==> config.mk <==
export PLATFORM = sky130hd
export DESIGN_NAME = ysyx_24090018_ifu
export DESIGN_NICKNAME = d
export VERILOG_FILES = /design/src/rtl/ysyx_24090018_ifu.sv
export SDC_FILE = /design/constraint.sdc
export NUM_CORES = 1
export LEC_CHECK = 0
export ABC_AREA = 1
export CAP_MARGIN = 20
export CORE_MARGIN = 2
export CORE_UTILIZATION = 35
export CTS_BUF_LIST = sky130_fd_sc_hd__clkbuf_8
export DETAILED_ROUTE_END_ITERATION = 8
export GPL_TIMING_DRIVEN = 0
export MAX_ROUTING_LAYER = met4
export PLACE_DENSITY_LB_ADDON = 0.05
export SYNTH_ARGS = -nofsm -noshare
export SYNTH_HDL_FRONTEND = slang
export SYNTH_SLANG_ARGS = --single-unit
==> constraint.sdc <==
create_clock -name clk -period 2.3 [get_ports clk]
set_input_delay 0.575 -clock clk [delete_from_list [all_inputs] [get_ports clk]]
set_output_delay 0.575 -clock clk [all_outputs]
set_load 0.005 [all_outputs]
==> src/rtl/ysyx_24090018_ifu.sv <==
// Multi-cycle instruction fetch stage: holds the PC, fetches one word per instruction, hands it to decode.
// Define YSYX_24090018_IFU_ALIGN_CHECK_EN to trap misaligned next-PC values in a sticky FAULT state.
module ysyx_24090018_ifu #(
    parameter int                    DATA_WIDTH = 32,
    parameter int                    ADDR_WIDTH = 32,
    parameter logic [ADDR_WIDTH-1:0] RESET_PC   = 32'h8000_0000
) (
    input  logic                  clk,
    input  logic                  rst,
    output logic                  mem_req_valid_o,
    input  logic                  mem_req_ready_i,
    output logic [ADDR_WIDTH-1:0] mem_addr_o,
    input  logic                  mem_rvalid_i,
    input  logic [DATA_WIDTH-1:0] mem_rdata_i,
    output logic [DATA_WIDTH-1:0] inst_o,
    output logic [ADDR_WIDTH-1:0] pc_o,
    output logic                  inst_valid_o,
    input  logic                  inst_ready_i,
    input  logic [ADDR_WIDTH-1:0] npc_i,
    input  logic                  npc_valid_i,
    output logic                  fault_o
);

`ifdef YSYX_24090018_IFU_ALIGN_CHECK_EN
    typedef enum logic [2:0] {IDLE, REQ, WAIT, OUT, WAIT_NPC, FAULT} state_t;
`else
    typedef enum logic [2:0] {IDLE, REQ, WAIT, OUT, WAIT_NPC} state_t;

    // Without the alignment trap, the low two PC bits are simply forced to zero.
    localparam logic [ADDR_WIDTH-1:0] ALIGN_MASK = ~ADDR_WIDTH'(3);
`endif

    state_t                state, state_next;
    logic [ADDR_WIDTH-1:0] pc, pc_next;
    logic [DATA_WIDTH-1:0] inst, inst_next;

    always_ff @(posedge clk or posedge rst) begin
        if (rst) begin
            state <= IDLE;
            pc    <= RESET_PC;
            inst  <= '0;
        end else begin
            state <= state_next;
            pc    <= pc_next;
            inst  <= inst_next;
        end
    end

    // Read data is only sampled in WAIT, so a response left over from an aborted fetch is dropped.
    always_comb begin
        state_next      = state;
        pc_next         = pc;
        inst_next       = inst;
        mem_req_valid_o = 1'b0;
        inst_valid_o    = 1'b0;
        fault_o         = 1'b0;
        case (state)
            IDLE: state_next = REQ;
            REQ: begin
                mem_req_valid_o = 1'b1;
                if (mem_req_ready_i) state_next = WAIT;
            end
            WAIT: begin
                if (mem_rvalid_i) begin
                    inst_next  = mem_rdata_i;
                    state_next = OUT;
                end
            end
            OUT: begin
                inst_valid_o = 1'b1;
                if (inst_ready_i) state_next = WAIT_NPC;
            end
            WAIT_NPC: begin
                if (npc_valid_i) begin
`ifdef YSYX_24090018_IFU_ALIGN_CHECK_EN
                    pc_next    = npc_i;
                    state_next = (npc_i[1:0] != 2'b00) ? FAULT : REQ;
`else
                    pc_next    = npc_i & ALIGN_MASK;
                    state_next = REQ;
`endif
                end
            end
`ifdef YSYX_24090018_IFU_ALIGN_CHECK_EN
            FAULT: fault_o = 1'b1;
`endif
            default: state_next = IDLE;
        endcase
    end

    assign mem_addr_o = pc;
    assign pc_o       = pc;
    assign inst_o     = inst;

endmodule
==> impl_metrics.json, run 1 <==
{
  "hp-start": "inst_o[6]$_DFFE_PP0P_",
  "drive_above_1_share_pct": 19.8,
  "dpl.cell_count": 606,
  "worstHoldPathType": "reg2reg",
  "slew-limit-headroom_pct": 46.9,
  "fin_worst_skew_ps": 9.67,
  "reg2reg_from": "state[2]$_DFFE_PP0P_",
  "cts_buffer_depth": 2,
  "start_util_pct": 35.6,
  "drv_cap": 0,
  "die_area_mm2": 0.00949,
  "clk_root_buffer_cell": "clkbuf_8",
  "overflow": 0,
  "synth_top_area_cell": "dfrtp_1",
  "hold_viol_final": 0,
  "avgSynthCellArea_um2": 9.18,
  "grt_max_degree": 66,
  "rsz0062_at_grt": "false",
  "dieWidth_um": 97.4,
  "nNetsFinal": 580,
  "port_buffers": 161,
  "ys_types": 19,
  "end_kind": "output port",
  "dpl.hpwl_um": 5380,
  "synth.most_common_cell": "nand2_1",
  "grt_usage_pct": 16.2,
  "synth_warnings": 0,
  "rrSetupSlack_ps": 1050,
  "cts.hold.buffers_added": 0,
  "h-tree-depth": 3,
  "num_rows": 34,
  "antenna_cells": 0,
  "synthCells": 333,
  "clock.fmax_mhz": 459,
  "ys_seq_elements": 65,
  "ys_top_cells_by_area": "dfrtp_1, nand2_1, o21ai_2",
  "vias": 2597,
  "grt_pass1_wl_um": 12100,
  "cp_max_fo": 6,
  "reg2reg_depth": 5,
  "drt_iter0_drc": 46,
  "synthFlopType": "dfrtp_1",
  "ir_drop_v": 0.000536,
  "die_h_um": 97.4,
  "criticalPathCategory": "reg2out",
  "synth_edf_count": 0,
  "grt_pass1_vias": 2547,
  "cts_sinks": 65,
  "fin_util_pct": 58.2,
  "routed_wl_um": 7230,
  "avgViaCountPerCell": 4.17,
  "p_leak_nw": 2.51,
  "drv_slew": 0,
  "ys_top_cells_by_count": "nand2_1, inv_1, dfrtp_1, buf_4, o21ai_2",
  "area_growth_pct": 63.7,
  "drcViolationCount": 0,
  "synthArstFlopShare_pct": 100,
  "period_needed_ps": 2180,
  "min_to": "inst_o[6]$_DFFE_PP0P_",
  "status": "completed",
  "powerDensity_mw_per_mm2": 1200,
  "globalplace.congestion": 0.794,
  "startpoint_type": "register",
  "synthesis.area_mm2": 0.00306,
  "core_area_mm2": 0.00859,
  "numCtsBuffers": 9,
  "routedWlPerCell_um": 11.6,
  "r2r_end": "inst_o[10]$_DFFE_PP0P_",
  "worst_pin_slew_ps": 797,
  "finalCritPeriodShare_pct": 94.7,
  "hold_ws_ps": 479,
  "required_ps": 1730,
  "post_cts_resized": 0,
  "cts_tree": "done",
  "drt_pass1_iterations": 4,
  "pin_count": 169,
  "ant_nets": 0,
  "cts.reportedPaths.clkPinSlew_ps": 70,
  "ys_seq_area_share_pct": 53.3,
  "layout.cells.non_filler": 623,
  "crit_arrival_ps": 1600,
  "finalSetupTns_ps": 0,
  "synth_top_area_share_pct": 52.4,
  "cts_setup_buffers": 0,
  "clk_latency_ps": 330,
  "setup_violations": 0,
  "antenna_found_initial": 0,
  "min_path_cells": 2
}
## cells by family after synthesis
family / after synthesis / share of synthesized area [%]
buf+inv: 117 / 20.4
flops: 65 / 53.3
simple gates: 85 / 11.6
compound gates: 65 / 14.6
other cells: 1 / 0.123
## cells in the final DEF, fill, tap and decap left out, types with 2 or more instances in the layout
cell               n
clkdlybuf4s50_1  161
nand2_1           75
inv_1             70
dfrtp_1           64
buf_4             36
o21ai_2           32
o21ai_1           30
clkbuf_8          11
buf_2              6
buf_6              6
conb_1             5
nand3_1            3
clkinv_2           3
nor2_1             2
nor2_2             2
o21ai_0            2
## worst max-delay path, stage by stage, from the launching register on
cell and delay, ps:
dfrtp_1 470, nor2_1 170, nand2_1 80, inv_1 50, clkdlybuf4s50_1 490
## worst max-delay path by stage
stage | start | to | slack [ps] | depth (start not counted)
after floorplan | rst | inst_o[0]$_DFFE_PP0P_ | 100 | 1
after global placement | rst | inst_o[1]$_DFFE_PP0P_ | -1170 | 2
after detailed placement | state[0]$_DFFE_PP0P_ | mem_req_valid_o | 470 | 5
after CTS | state[2]$_DFFE_PP0P_ | mem_req_valid_o | 90 | 4
after global routing | state[2]$_DFFE_PP0P_ | mem_req_valid_o | 5 | 4
final | state[2]$_DFFE_PP0P_ | mem_req_valid_o | 120 | 4
## routing by layer
| metal | track usage [%] | up-vias | part of all wire (%) |
|---|---|---|---|
| met3 | 3.60 | 11 | 6.1 |
| met2 | 26.1 | 96 | 49 |
| met5 | - | - | 0 |
| li1 | - | 1316 | - |
| met1 | 20.0 | 1174 | 44 |
| met4 | 6.41 | 0 | 1.1 |
## sequential cells by signal, summed over array words and instances (netlist names)
signal	cells
inst_o	32
mem_addr_o	30
state	3
## stage by stage
| stage | worst slack, ps | instance area, um^2 | total power, mW |
|---|---|---|---|
| after floorplan | 100 | 3070 | 3.38 |
| after global placement | -1170 | 4820 | 5.17 |
| after detailed placement | 469 | 4820 | 5.24 |
| after CTS | 94.2 | 4990 | 6.12 |
| after global routing | 4.95 | 5000 | 6.48 |
| final | 121 | 5000 | 6.02 |
## cell type report
cell class                      count  area, um^2
Multi-Input combinational cell    155         820
Sequential cell                    65        1630
Timing Repair Buffer              162        1620
Fill cell                         794        3590
Inverter                           70         265
Clock inverter                      5        22.5
Clock buffer                       11         151
Tap cell                          108         135
Buffer                             47         360
## report_power, final
| group | switching, mW | internal, mW |
|---|---|---|
| logic | 1.06 | 2.07 |
| registers | 0.370 | 1.68 |
| clock network | 0.417 | 0.437 |
| total | 1.84 | 4.18 |
Power figures use the tool's default switching activity.
==> run 2: changes to the inputs <==
CORE_ASPECT_RATIO = 1.25   (was unset)
==> run 2 against run 1 <==
Net effect:
- clock power rose by 8.4%
- sequential share of layout area decreased by 0.15 points
- total power is 1.1% higher
- die area is essentially flat
- routed wire length shrank 0.61%
==> impl_metrics.json, run 2 (synthesis gave the netlist of run 1 again) <==
{
  "clk_latency_ps": 340,
  "layout_common_cells": "clkdlybuf4s50_1, nand2_1, inv_1",
  "crit_slowest_cell": "clkdlybuf4s50_1",
  "reg2reg_from": "state[2]$_DFFE_PP0P_",
  "overflow": 0,
  "avgViaCountPerCell": 4.10,
  "dpl.hpwl_um": 5390,
  "port_buffers": 161,
  "hp-start": "inst_o[30]$_DFFE_PP0P_",
  "finalCritPeriodShare_pct": 94.5,
  "drt_iter0_drc": 106,
  "setup_violations": 0,
  "min_to": "inst_o[30]$_DFFE_PP0P_",
  "num_rows": 38,
  "drive_above_1_share_pct": 19.6,
  "fin_worst_skew_ps": 12.0,
  "slew-limit-headroom_pct": 46.6,
  "numCtsBuffers": 9,
  "powerDensity_mw_per_mm2": 1210,
  "end_kind": "output port",
  "design_area_mm2": 0.00502,
  "clk_root_buffer_cell": "clkbuf_8",
  "grt_usage_pct": 15.7,
  "status": "completed",
  "grt_pass1_vias": 2456,
  "setup_ws_ps": 127,
  "startpoint_type": "register",
  "routedWlPerCell_um": 11.3,
  "criticalPathCategory": "reg2out",
  "vias": 2600,
  "rsz0062_at_grt": "false",
  "period_needed_ps": 2170,
  "clock.fmax_mhz": 460,
  "routed_wl_um": 7190,
  "cp_max_fo": 6,
  "grt_max_degree": 66,
  "die_h_um": 108,
  "cts_tree": "done",
  "r2r_end": "inst_o[2]$_DFFE_PP0P_",
  "h-tree-depth": 3,
  "antenna_cells": 0,
  "largest_reg_flops": 32,
  "ir_drop_v": 0.000448,
  "drt_pass1_iterations": 4,
  "crit_arrival_ps": 1600,
  "crit_path_cell_trace": "nor2_1 > nand2_1 > inv_1 > clkdlybuf4s50_1",
  "die_area_mm2": 0.00950,
  "start_util_pct": 35.5,
  "nNetsFinal": 579,
  "cts_buffer_depth": 2,
  "drv_slew": 0,
  "ant_nets": 0,
  "power_mw": 6.09,
  "cts.hold.buffers_added": 0,
  "reg2reg_depth": 5,
  "cts_sinks": 65,
  "pin_count": 169,
  "cts.reportedPaths.clkPinSlew_ps": 70,
  "worst_pin_slew_ps": 801,
  "drcViolationCount": 0,
  "p_leak_nw": 2.51,
  "min_path_cells": 2,
  "dp_slack_ps": 460,
  "antenna_found_initial": 0,
  "place_area_mm2": 0.00483,
  "worstHoldPathType": "reg2reg",
  "fillers": 807,
  "drv_cap": 0,
  "path_buf_inv": 2,
  "required_ps": 1730,
  "fin_util_pct": 58.4,
  "rrSetupSlack_ps": 1050,
  "critPathTopFamily": "buffers and inverters",
  "globalplace.congestion": 0.777,
  "grt_pass1_wl_um": 11200,
  "core_area_mm2": 0.00861,
  "area_growth_pct": 64.4,
  "critical-path-max-stage-delay_ps": 490,
  "hold_viol_final": 0,
  "final_common_cell": "clkdlybuf4s50_1",
  "dieWidth_um": 87.6
}
-- run 2: metrics by stage --
step / hold slack [ps] / std cells / TNS, ps
floorplan: 471 / 337 / 0
global placement: 465 / 618 / -74800
detailed placement: 468 / 618 / 0
CTS: 485 / 634 / 0
global route: 499 / 634 / 0
finish: 484 / 634 / 0
-- run 2: worst min-delay path: cells and delay by family (launching register included) --
family	cells	cell delay, ps
simple gates	1	60
compound gates	1	40
flops	1	350
-- run 2: how the worst max path moves through the flow --
stage          slack (ps)  cells after the start            startpoint               endpoint
3_3_place_gp        -1160                      2                   rst  inst_o[5]$_DFFE_PP0P_
4_1_cts                70                      5  state[0]$_DFFE_PP0P_        mem_req_valid_o
3_5_place_dp          460                      5  state[0]$_DFFE_PP0P_        mem_req_valid_o
5_1_grt                30                      5  state[0]$_DFFE_PP0P_        mem_req_valid_o
2_1_floorplan         100                      1                   rst  inst_o[0]$_DFFE_PP0P_
6_report              130                      4  state[2]$_DFFE_PP0P_        mem_req_valid_o
-- run 2: layout make-up --
| type | count | area, um^2 | share of cell area, % |
|---|---|---|---|
| multi-input combinational | 155 | 820 | 16.3 |
| clock inverter | 6 | 51.3 | 1.02 |
| timing repair buffer | 161 | 1610 | 32.1 |
| clock buffer | 10 | 138 | 2.74 |
| tap | 120 | 150 | 2.99 |
| buffer | 47 | 360 | 7.17 |
| sequential | 65 | 1630 | 32.4 |
| inverter | 70 | 265 | 5.28 |
-- run 2: routing by layer --
layer  GRT usage, %  vias up  wire length, um
met5              -        -                0
met4           6.59        0              104
met3           5.57       11              559
met2           25.0       97             3610
met1           17.9     1179             2920
li1               -     1313                -
-- run 2: where the power goes --
group          internal (mW)  total [mW]  switching, mW  leakage (nW)
combinational           2.06        3.11           1.06          1.58
clock                  0.515       0.926          0.411         0.110
sequential              1.68        2.05          0.373         0.824
total                   4.25        6.09           1.84          2.51
-- run 2: timing repair --
action,in CTS,in global routing
gates resized for setup,0,1
setup buffers,0,0
endpoints found under the setup margin,0,1
